===== config.mk =====
export PLATFORM = sky130hd
export DESIGN_NAME = fifo_stream_reader_flat
export DESIGN_NICKNAME = d
export VERILOG_FILES = /design/src/rtl/fifo_stream_reader_if.sv /design/src/rtl/fifo_stream_reader.sv /design/src/flat_wrapper.sv
export SDC_FILE = /design/constraint.sdc
export NUM_CORES = 1
export LEC_CHECK = 0
export CORE_MARGIN = 2
export CORE_UTILIZATION = 55
export DETAILED_ROUTE_END_ITERATION = 10
export PLACE_DENSITY = 0.94
export SYNTH_ARGS = -nofsm -noshare
export SYNTH_HDL_FRONTEND = slang
export SYNTH_SLANG_ARGS = --single-unit

===== constraint.sdc =====
create_clock -name r_clk -period 3.83 [get_ports r_clk]
set_input_delay 0.383 -clock r_clk [delete_from_list [all_inputs] [get_ports r_clk]]
set_output_delay 0.383 -clock r_clk [all_outputs]
set_load 0.005 [all_outputs]

===== src/rtl/fifo_stream_reader_if.sv =====
// Handshake bundle between the FIFO read port, the stream reader and the downstream consumer.
// The master modport is the reader's view. The slave modport is the FIFO/consumer side.
interface fifo_stream_reader_if #(
   parameter int DATA_SIZE = 8
);
   logic                 fifo_r_en;
   logic                 fifo_r_empty;
   logic [DATA_SIZE-1:0] fifo_r_data;
   logic [DATA_SIZE-1:0] out_data;
   logic                 out_valid;
   logic                 out_ready;

   modport master (
      output fifo_r_en, out_data, out_valid,
      input  fifo_r_empty, fifo_r_data, out_ready
   );

   modport slave (
      input  fifo_r_en, out_data, out_valid,
      output fifo_r_empty, fifo_r_data, out_ready
   );
endinterface


===== src/rtl/fifo_stream_reader.sv =====
// Drains a FIFO read port with one-cycle read latency into a valid/ready stream.
// It uses a 3-entry prefetch buffer, so the read enable never depends on out_ready.
module fifo_stream_reader #(
   parameter int DATA_SIZE  = 8,
   parameter int COUNT_SIZE = 16
) (
   input  logic                  r_clk,
   input  logic                  r_rst_n,
   input  logic                  en,
   fifo_stream_reader_if.master  bus,
   output logic [COUNT_SIZE-1:0] count,
   output logic                  idle
);
   logic [1:0]            occ_q, occ_d;
   logic [1:0]            head_q, head_d;
   logic [1:0]            tail_q, tail_d;
   logic                  pend_q, pend_d;
   logic [COUNT_SIZE-1:0] count_q, count_d;
   logic [DATA_SIZE-1:0]  buf_q [3];
   logic [DATA_SIZE-1:0]  buf_d [3];
   logic                  issue, push, pop;

   function automatic logic [1:0] ptr_inc(input logic [1:0] p);
      return (p == 2'd2) ? 2'd0 : p + 2'd1;
   endfunction

   always_comb begin
      // Count the in-flight word against capacity so that its capture always has room.
      issue   = en & ~bus.fifo_r_empty & ((3'(occ_q) + 3'(pend_q)) < 3'd3);
      push    = pend_q;
      pop     = (occ_q != 2'd0) & bus.out_ready;
      pend_d  = issue;
      buf_d   = buf_q;
      head_d  = head_q;
      tail_d  = tail_q;
      occ_d   = occ_q;
      count_d = count_q;
      if (push) begin
         buf_d[tail_q] = bus.fifo_r_data;
         tail_d        = ptr_inc(tail_q);
      end
      if (pop) begin
         head_d  = ptr_inc(head_q);
         count_d = count_q + COUNT_SIZE'(1);
      end
      case ({push, pop})
         2'b10:   occ_d = occ_q + 2'd1;
         2'b01:   occ_d = occ_q - 2'd1;
         default: occ_d = occ_q;
      endcase
   end

   always_ff @(posedge r_clk or negedge r_rst_n) begin
      if (!r_rst_n) begin
         occ_q   <= '0;
         head_q  <= '0;
         tail_q  <= '0;
         pend_q  <= 1'b0;
         count_q <= '0;
         buf_q   <= '{default: '0};
      end else begin
         occ_q   <= occ_d;
         head_q  <= head_d;
         tail_q  <= tail_d;
         pend_q  <= pend_d;
         count_q <= count_d;
         buf_q   <= buf_d;
      end
   end

   assign bus.fifo_r_en = issue;
   assign bus.out_valid = (occ_q != 2'd0);
   assign bus.out_data  = buf_q[head_q];
   assign count         = count_q;
   assign idle          = (occ_q == 2'd0) & ~pend_q & bus.fifo_r_empty;

   a_no_overflow: assert property (@(posedge r_clk) disable iff (!r_rst_n)
      !(push && !pop && occ_q == 2'd3));
endmodule


===== src/flat_wrapper.sv =====
// flat-port wrapper written by rule: the top's interface ports become plain ports
module fifo_stream_reader_flat 
#(
   parameter int DATA_SIZE  = 8,
   parameter int COUNT_SIZE = 16
)
  (r_clk, r_rst_n, en, count, idle, bus_fifo_r_en, bus_out_data, bus_out_valid, bus_fifo_r_empty, bus_fifo_r_data, bus_out_ready);
  fifo_stream_reader_if #(.DATA_SIZE(DATA_SIZE)) bus_i ();
  input  logic r_clk;
  input  logic r_rst_n;
  input  logic en;
  output logic [COUNT_SIZE-1:0] count;
  output logic idle;
  output wire logic [$bits(bus_i.fifo_r_en)-1:0] bus_fifo_r_en;
  output wire logic [$bits(bus_i.out_data)-1:0] bus_out_data;
  output wire logic [$bits(bus_i.out_valid)-1:0] bus_out_valid;
  input wire logic [$bits(bus_i.fifo_r_empty)-1:0] bus_fifo_r_empty;
  input wire logic [$bits(bus_i.fifo_r_data)-1:0] bus_fifo_r_data;
  input wire logic [$bits(bus_i.out_ready)-1:0] bus_out_ready;
  assign bus_fifo_r_en = bus_i.fifo_r_en;
  assign bus_out_data = bus_i.out_data;
  assign bus_out_valid = bus_i.out_valid;
  assign bus_i.fifo_r_empty = bus_fifo_r_empty;
  assign bus_i.fifo_r_data = bus_fifo_r_data;
  assign bus_i.out_ready = bus_out_ready;
  fifo_stream_reader #(.DATA_SIZE(DATA_SIZE), .COUNT_SIZE(COUNT_SIZE)) u_core (.r_clk(r_clk), .r_rst_n(r_rst_n), .en(en), .bus(bus_i), .count(count), .idle(idle));
endmodule

# Word level (Yosys, flattened, before mapping)
# Index checks and enable logic that the tools add are counted.
dict set report word_totals {
  register_bits 47
  out_inout_bits 27
  wordCells 44
}
dict set report op_classes {
  addsub 6
  order_cmp 4
  eq_ne 4
  n_mux 9
  n_bitwise 9
  n_reduce_logical 4
}
# operator count
set ops {}
lappend ops {{$bwmux 24} 1}
lappend ops {{$mux 8} 3}
lappend ops {{$add 16x1->16 const B} 1}
lappend ops {{$bmux 8 s2} 1}
lappend ops {{$demux 8 s2} 1}
lappend ops {{$add 2x1->2 const B} 3}
lappend ops {{$eq 2x2->1 const B} 3}
lappend ops {{$ge 3x3->1 const B} 2}
lappend ops {{$not 2->3} 2}
lappend ops {{$and 1x1->1} 5}
lappend ops {{$mux 2} 2}
lappend ops {{$pmux 2 s2} 1}
lappend ops {{$reduce_bool 2->1} 2}
lappend ops {{$add 2x1->3} 1}
lappend ops {{$lt 3x1->1 const B} 1}
lappend ops {{$lt 3x2->1 const B} 1}
lappend ops {{$eq 2x1->1 const B} 1}
lappend ops {{$logic_not 2->1} 1}
lappend ops {{$not 1->1} 2}
lappend ops {{$sub 2x1->2 const B} 1}
lappend ops {{$logic_and 1x1->1} 1}

# Logic depth before layout (Yosys ltp)
# Gate-level depths: netlist of the first run.
dict set report depth {
  ltp_word 6
  depth_mapped 6
  mapped_depth_nobuf 6
}

# Least setup slack after synthesis of the first run
# No wires, ideal clock.
dict set report synth_path {
  path_type {reg2reg}
  from {register u_core.occ_q[0]}
  to {register u_core.occ_q[1]}
  arrival_time_ns 1.390
  required_ns 3.751
  path_slack_ns 2.361
  path_stages_with_launch 6
  path_buffers 0
  period_less_slack_ns 1.469
  cell_sequence {dfrtp_1 o21ai_2 inv_2 ha_1 nor2_1 xor2_1}
}
dict set report synth_between {
  elab_chain_cells 4
}
# item line
set synth_lines {}
lappend synth_lines {{start: declaration} fifo_stream_reader.sv:14} ;# logic [1:0] occ_q, occ_d;
lappend synth_lines {{start signal: assignment} fifo_stream_reader.sv:55} ;# occ_q <= '0;
lappend synth_lines {{start signal: assignment} fifo_stream_reader.sv:62} ;# occ_q <= occ_d;
lappend synth_lines {{$reduce_bool 2->1 (*)} fifo_stream_reader.sv:31} ;# pop = (occ_q != 2'd0) & bus.out_ready;
lappend synth_lines {{$and 1x1->1 (*)} fifo_stream_reader.sv:31}
lappend synth_lines {{via u_core.pop} fifo_stream_reader.sv:21} ;# logic issue, push, pop;
lappend synth_lines {{$eq 2x1->1 or $eq 2x2->1 (tied branches)} fifo_stream_reader.sv:46} ;# case ({push, pop})
lappend synth_lines {{$pmux 2 s2 or $reduce_bool 2->1 (tied branches)} --}
# Mark *: on every way through the listed nets, which the timed path passes. The rest lies on a longest branch.
# A chain may end at the register's enable or synchronous reset.

# Worst setup path after layout of the first run
dict set report layout_path {
  from {register u_core.head_q[0]}
  to {output bus_out_data[7]}
}
dict set report layout_between {
  elab_chain_cells 4
}
# item line
set layout_lines {}
lappend layout_lines {{start: declaration} fifo_stream_reader.sv:15} ;# logic [1:0] head_q, head_d;
lappend layout_lines {{start signal: assignment} fifo_stream_reader.sv:56} ;# head_q <= '0;
lappend layout_lines {{start signal: assignment} fifo_stream_reader.sv:63} ;# head_q <= head_d;
lappend layout_lines {{$not 2->3 (implied by the code)} fifo_stream_reader.sv:73} ;# assign bus.out_data = buf_q[head_q];
lappend layout_lines {{$bmux 8 s2} fifo_stream_reader.sv:73}
lappend layout_lines {{$mux 8 (implied by the code) (2 in a row)} fifo_stream_reader.sv:73}
lappend layout_lines {{end: declaration} flat_wrapper.sv:15} ;# output wire logic [$bits(bus_i.out_data)-1:0] bus_out_data;
# Every way passes these cells. The select of a mux whose other input is x is not followed.

==> run summary, run 1 <==
First-pass GRT wire length: 7058 µm
Fmax: 389.4 MHz
Reg2Reg Capture Point: u_core.occ_q[1]$_DFFE_PN0P_
Slew HR: 31.17%
YS warnings: 0
Post-Synthesis Cells: 172
Syn Nets: 189
Setup TNS: 0 ps
RSZ-0062 raised after global routing: false
Post-Place Cells: 255
Origin of the critical flop-to-flop path: u_core.occ_q[0]$_DFFE_PN0P_
Worst setup margin: 1262 ps
# hold bufs at CTS: 0
Row Count: 22
Die Y: 66.23 µm
Worst Reg-to-Reg Cells: 6
Synth top area share: 55.23%
Initial Utilization: 57.73%
Tightest Pin Transition: 1032 ps
Vias/cell: 5.342
Routed length per instance: 15.62 µm
Drt drc: 0
Largest net degree at the start of global routing: 48
Pre-Repair DR Iteration Count: 4
Fin. Hold Viols: 0
Most area-hungry cell type in the Yosys netlist: dfrtp_1
CTS tree: done
Levels on crit path: 4
Cts repair resizes: 0
Worst path top cell family by delay: simple AND/OR/NAND/NOR gates
CP Class: register to output pin
GRT Total Usage: 21.88%
Clock Skew: 8.023 ps
IO Port Bufs: 39
Post-Syn Area per Cell: 12.38 µm²
Die X: 66.23 µm
Maximum vdd drop: 0.4134 mV
Worst skew pair latency: 300 ps
Number of I/O pins: 40
Crit path capture type: output pin
Vias in the first global route: 1492
#FFs+latches synth: 47
Max clock buf depth: 2
Area Overhead vs Synth: 25.32%
Core Area: 3689 µm²
Unique masters post-synth: 30
CTS H-tree depth: 2
Worst Path Required: 3450 ps
Buf+Inv Stages, Crit Path: 1
Fraction of layout cells with a size suffix above 1: 18.60%
Global route total overflow: 0
Post-CTS Setup Bufs: 0
Worst-path clk slew: 90 ps
Final WL: 4108 µm
Starting DRC count in detailed routing: 81
Routed Antenna Nets: 0
Initial antenna violation count: 0
Crit path time final: 2568 ps
Part of the cycle the worst path needs: 67.05%
Status: finished clean
Diodes inserted: 0
HP Class: input port to asynchronous set/reset pin
Critical Path Fanout Max: 12
Pleak: 1.176 nW
Synth top area cells: dfrtp_1, mux2_2, xnor2_1
Placer Congestion: 0.7664
Synthesized cell area: 2130 µm²
Startpoint types: register
Reg-to-reg slack, setup: 2090 ps
Maxcap violations: 0
CP peak stage delay: 590 ps
Clock sink count: 47
Non-filler cells, final: 263
Worst slack, placed: 1614 ps
Worst-path cell chain: nor2b_1 > nand2_1 > o21ai_0 > clkdlybuf4s50_1
P per Cell Area: 757.1 nW/µm²
Via count: 1405
TritonCTS Buffers: 5
Slowest cell on crit path: dfrtp_1
Final Max Tran Viols: 0
Root Driver: clkbuf_8
Sequential element share of the synthesized area: 55.23%
Post-DP HPWL: 2794 µm
Layout Nets: 231
DIE AREA: 4386 µm²
Critical Path AT: 2190 ps
Final setup violation count: 0
[cell families after synthesis]
| group | after synthesis | synth area share [%] |
|---|---|---|
| muxes | 32 | 17.86 |
| DFF | 47 | 55.23 |
| adders and majority gates | 4 | 2.350 |
| xor gates and xnor gates | 18 | 7.403 |
| AOI/OAI and AO/OA | 15 | 4.113 |
| buffers and inverters | 8 | 1.821 |
| and+or+nand+nor | 48 | 11.22 |
[per-layer routing]
metal / global-route usage (%) / vias to the layer above / part of all wire [%]
met4: 7.908 / 0 / 1.6
met3: 6.303 / 7 / 5.7
met5: 0 / - / 0
met1: 27.50 / 688 / 45
met2: 35.88 / 35 / 47
li1: - / 675 / -
[worst register-to-register path: stages (launching register included)]
cell	delay, ps
dfrtp_1	480
o21ai_2	400
inv_2	110
ha_1	230
xnor2_1	130
nor2_1	150
xor2_1	170
[synth_stat cells (all sizes together)]
| cell | n |
|---|---|
| and3 | 3 |
| nor2b | 1 |
| nor2 | 6 |
| o2111ai | 1 |
| nand2 | 19 |
| or2 | 2 |
| a21o | 2 |
| clkbuf | 2 |
| o21ai | 11 |
| buf | 2 |
| dfrtp | 47 |
| xnor2 | 15 |
| nor3 | 4 |
| nand3 | 9 |
| nand4 | 2 |
| a21oi | 1 |
| inv | 4 |
| xor2 | 3 |
| or3 | 1 |
| nor3b | 1 |
| ha | 4 |
| mux2i | 8 |
| mux2 | 24 |
[metrics by stage]
step	hold slack, ps	utilization, %	instance area [µm²]	total power (W)
after floorplan	87.41	-	2130	0.001286
after global placement	479.2	69.17	2551	0.001609
after detailed placement	478.6	69.17	2551	0.001654
after CTS	281.7	72.35	2669	0.002041
after global routing	327.4	72.35	2669	0.002162
final	252.4	72.35	2669	0.002021
[report_power, final]
group | switching (W) | internal [W]
combinational | 0.000260 | 0.000489
sequential | 0.000201 | 0.000693
clock | 0.000166 | 0.000211
[placed cells by master, fill, tap and decap left out]
cell,n
nand2_1,19
a21oi_1,1
o2111ai_1,1
ha_1,4
mux2_4,8
bufinv_16,1
buf_2,1
dfrtp_1,47
clkbuf_8,6
nand4_1,2
and3_1,3
inv_1,1
clkinv_2,1
o21ai_2,1
mux2i_1,8
clkdlybuf4s50_1,38
o21ai_0,10
nor3_4,1
nor3b_1,1
xnor2_1,15
nor2b_1,1
nor3_2,1
nor3_1,2
a21o_1,2
or2_1,1
or3_1,1
nor2_1,6
xor2_1,3
inv_2,3
nand3_1,9
or2_2,1
mux2_2,16
[worst max-delay path by stage]
stage / from / end / slack [ps]
after detailed placement: u_core.head_q[0]$_DFFE_PN0P_ / bus_out_data[3] / 1610
after CTS: u_core.head_q[0]$_DFFE_PN0P_ / bus_out_data[3] / 1260
after global placement: u_core.head_q[0]$_DFFE_PN0P_ / bus_out_data[1] / 1620
after floorplan: u_core.occ_q[0]$_DFFE_PN0P_ / u_core.occ_q[1]$_DFFE_PN0P_ / 2360
after global routing: u_core.head_q[0]$_DFFE_PN0P_ / bus_out_data[3] / 1070
final: u_core.head_q[0]$_DFFE_PN0P_ / bus_out_data[7] / 1260
[flip-flops by register name (all words and copies together), names as in the netlist]
register	cells
u_core.count	16
u_core.tail_q	2
u_core.head_q	2
u_core.buf_q	24
u_core.occ_q	2
u_core.pend_q	1
[layout make-up]
class | instances | area [µm²]
multi-input cells | 117 | 914.6
inverters | 4 | 15.01
clock inverters | 2 | 35.03
well taps | 48 | 60.06
fillers | 271 | 1020
flip-flops and latches | 47 | 1176
clock buffers | 6 | 82.58
repair buffers | 39 | 385.4
No activity file was read; power rests on OpenSTA's default activity.
==> inputs of run 2 (changes only) <==
- CORE_UTILIZATION: 55 -> 51
- PLACE_DENSITY: 0.94 -> 0.88
- clock period: 3.83 -> 2.45 ns (I/O delays scaled with it)
==> run summary, run 2 (synthesis results as in run 1) <==
Area Overhead vs Synth: 26.73%
TritonCTS Buffers: 5
Post-DP Area: 2569 µm²
DIE AREA: 4709 µm²
Leading cell type in the layout, fill and taps excluded: dfrtp_1
CP peak stage delay: 530 ps
Post-DP HPWL: 2876 µm
Fraction of layout cells with a size suffix above 1: 19.72%
P per Cell Area: 1169 nW/µm²
Vias/cell: 5.250
Placer Congestion: 0.7878
CTS H-tree depth: 2
Worst slack, placed: 437.4 ps
Crit path time final: 2252 ps
Worst Path Required: 2200 ps
Worst setup margin: 198.3 ps
Worst-path clk slew: 90 ps
Global route total overflow: 0
Routed length per instance: 14.98 µm
Critical Path AT: 2010 ps
Buf+Inv Stages, Crit Path: 1
Filler cells: 289
Max clock buf depth: 2
Post-CTS Setup Bufs: 0
Initial Utilization: 53.24%
Startpoint types: register
Worst path most repeated cell: ha_1
Slowest cell on crit path: clkdlybuf4s50_1
RSZ-0062 raised after global routing: false
Reg area: 1176 µm²
Die Y: 68.62 µm
Clock Skew: 10.18 ps
Part of the cycle the worst path needs: 91.91%
Die X: 68.62 µm
Final Max Tran Viols: 0
Max reg flops: 24
Maxcap violations: 0
Slew HR: 61.53%
Worst path top cell family by delay: buffers and inverters
Worst skew pair latency: 300 ps
Pre-Repair DR Iteration Count: 4
Final Util: 67.47%
GRT Total Usage: 18.65%
Final setup violation count: 0
Core Area: 4000 µm²
Commonest non-fill, non-tap cells in the layout: dfrtp_1, clkdlybuf4s50_1, nand2_1
First-pass GRT wire length: 6417 µm
Root Driver: clkbuf_8
Maximum vdd drop: 0.7446 mV
Critical Path Fanout Max: 6
Via count: 1407
CP Class: register to output pin
Worst-path cell chain: ha_1 > ha_1 > nor2_1 > nand2_1 > a21oi_1 > clkdlybuf4s50_1
Starting DRC count in detailed routing: 33
Finished Cell Area: 2699 µm²
Clock sink count: 47
Fin. Hold Viols: 0
Layout Nets: 234
HP Class: input port to asynchronous set/reset pin
Largest Register: u_core.buf_q
Setup TNS: 0 ps
Final WL: 4015 µm
Status: finished clean
Number of I/O pins: 40
Tightest Pin Transition: 577.0 ps
Crit path capture type: output pin
Largest net degree at the start of global routing: 28
Pleak: 1.190 nW
Diodes inserted: 0
Multi-input logic area: 917.1 µm²
Fmax: 444.1 MHz
Vias in the first global route: 1383
Row Count: 23
IO Port Bufs: 39
CTS tree: done
Drt drc: 0
Routed Antenna Nets: 0
Initial antenna violation count: 0
-- run 2: changes by cell type in the layout (fill, tap and decap cells not counted) --
cell and change:
nor2b_1 -1, dlygate4sd3_1 +1, buf_4 +2, nor2b_2 +1
-- run 2: final timing paths --
check	start	endpoint	slack, ps	cells after the start
min reg2reg	u_core.count[15]$_DFFE_PN0P_	u_core.count[15]$_DFFE_PN0P_	480	1
min in group r_clk	u_core.count[15]$_DFFE_PN0P_	u_core.count[15]$_DFFE_PN0P_	480	1
max in group asynchronous	r_rst_n	u_core.pend_q$_DFF_PN0_	1270	3
max reg2reg	u_core.occ_q[0]$_DFFE_PN0P_	u_core.occ_q[1]$_DFFE_PN0P_	740	5
min	r_rst_n	u_core.count[14]$_DFFE_PN0P_	480	2
max	u_core.occ_q[0]$_DFFE_PN0P_	bus_fifo_r_en	200	6
-- run 2: timing repair --
| action | in CTS | in global routing |
|---|---|---|
| endpoints found under the setup margin | 0 | 5 |
| hold endpoints to repair | 26 | 0 |
| hold buffers | 1 | 0 |
| gates resized for setup | 0 | 1 |
-- run 2: report_power, final --
part,total (W),internal [W],switching [W],leakage [nW]
logic,0.00122,0.000775,0.000444,0.551
clock network,0.000575,0.000330,0.000245,0.0612
registers,0.00136,0.00108,0.000277,0.578
total,0.00316,0.00219,0.000967,1.19
-- run 2: routing by layer --
metal  wire length (µm)  track usage, %  vias up
met5                  0               0        -
met4                 74           6.750        0
met3                103           3.084        8
met2               2035           31.49       24
met1               1802           24.19      687
li1                   -               -      688
-- run 2: layout make-up --
class,count,share of cell area [%]
inverter,4,0.5563
clock buffer,6,3.060
timing repair buffer,42,15.21
multi-input combinational,117,33.98
sequential,47,43.58
tap,50,2.318
clock inverter,2,1.298
-- run 2: stage by stage --
| step | std cells | power [W] | hold WS, ps |
|---|---|---|---|
| after floorplan | 172 | 0.002010 | -50.59 |
| after global placement | 259 | 0.002543 | 273.1 |
| after detailed placement | 259 | 0.002594 | 276.2 |
| after CTS | 268 | 0.003178 | 484.2 |
| after global routing | 268 | 0.003352 | 516.6 |
| final | 268 | 0.003156 | 477.4 |
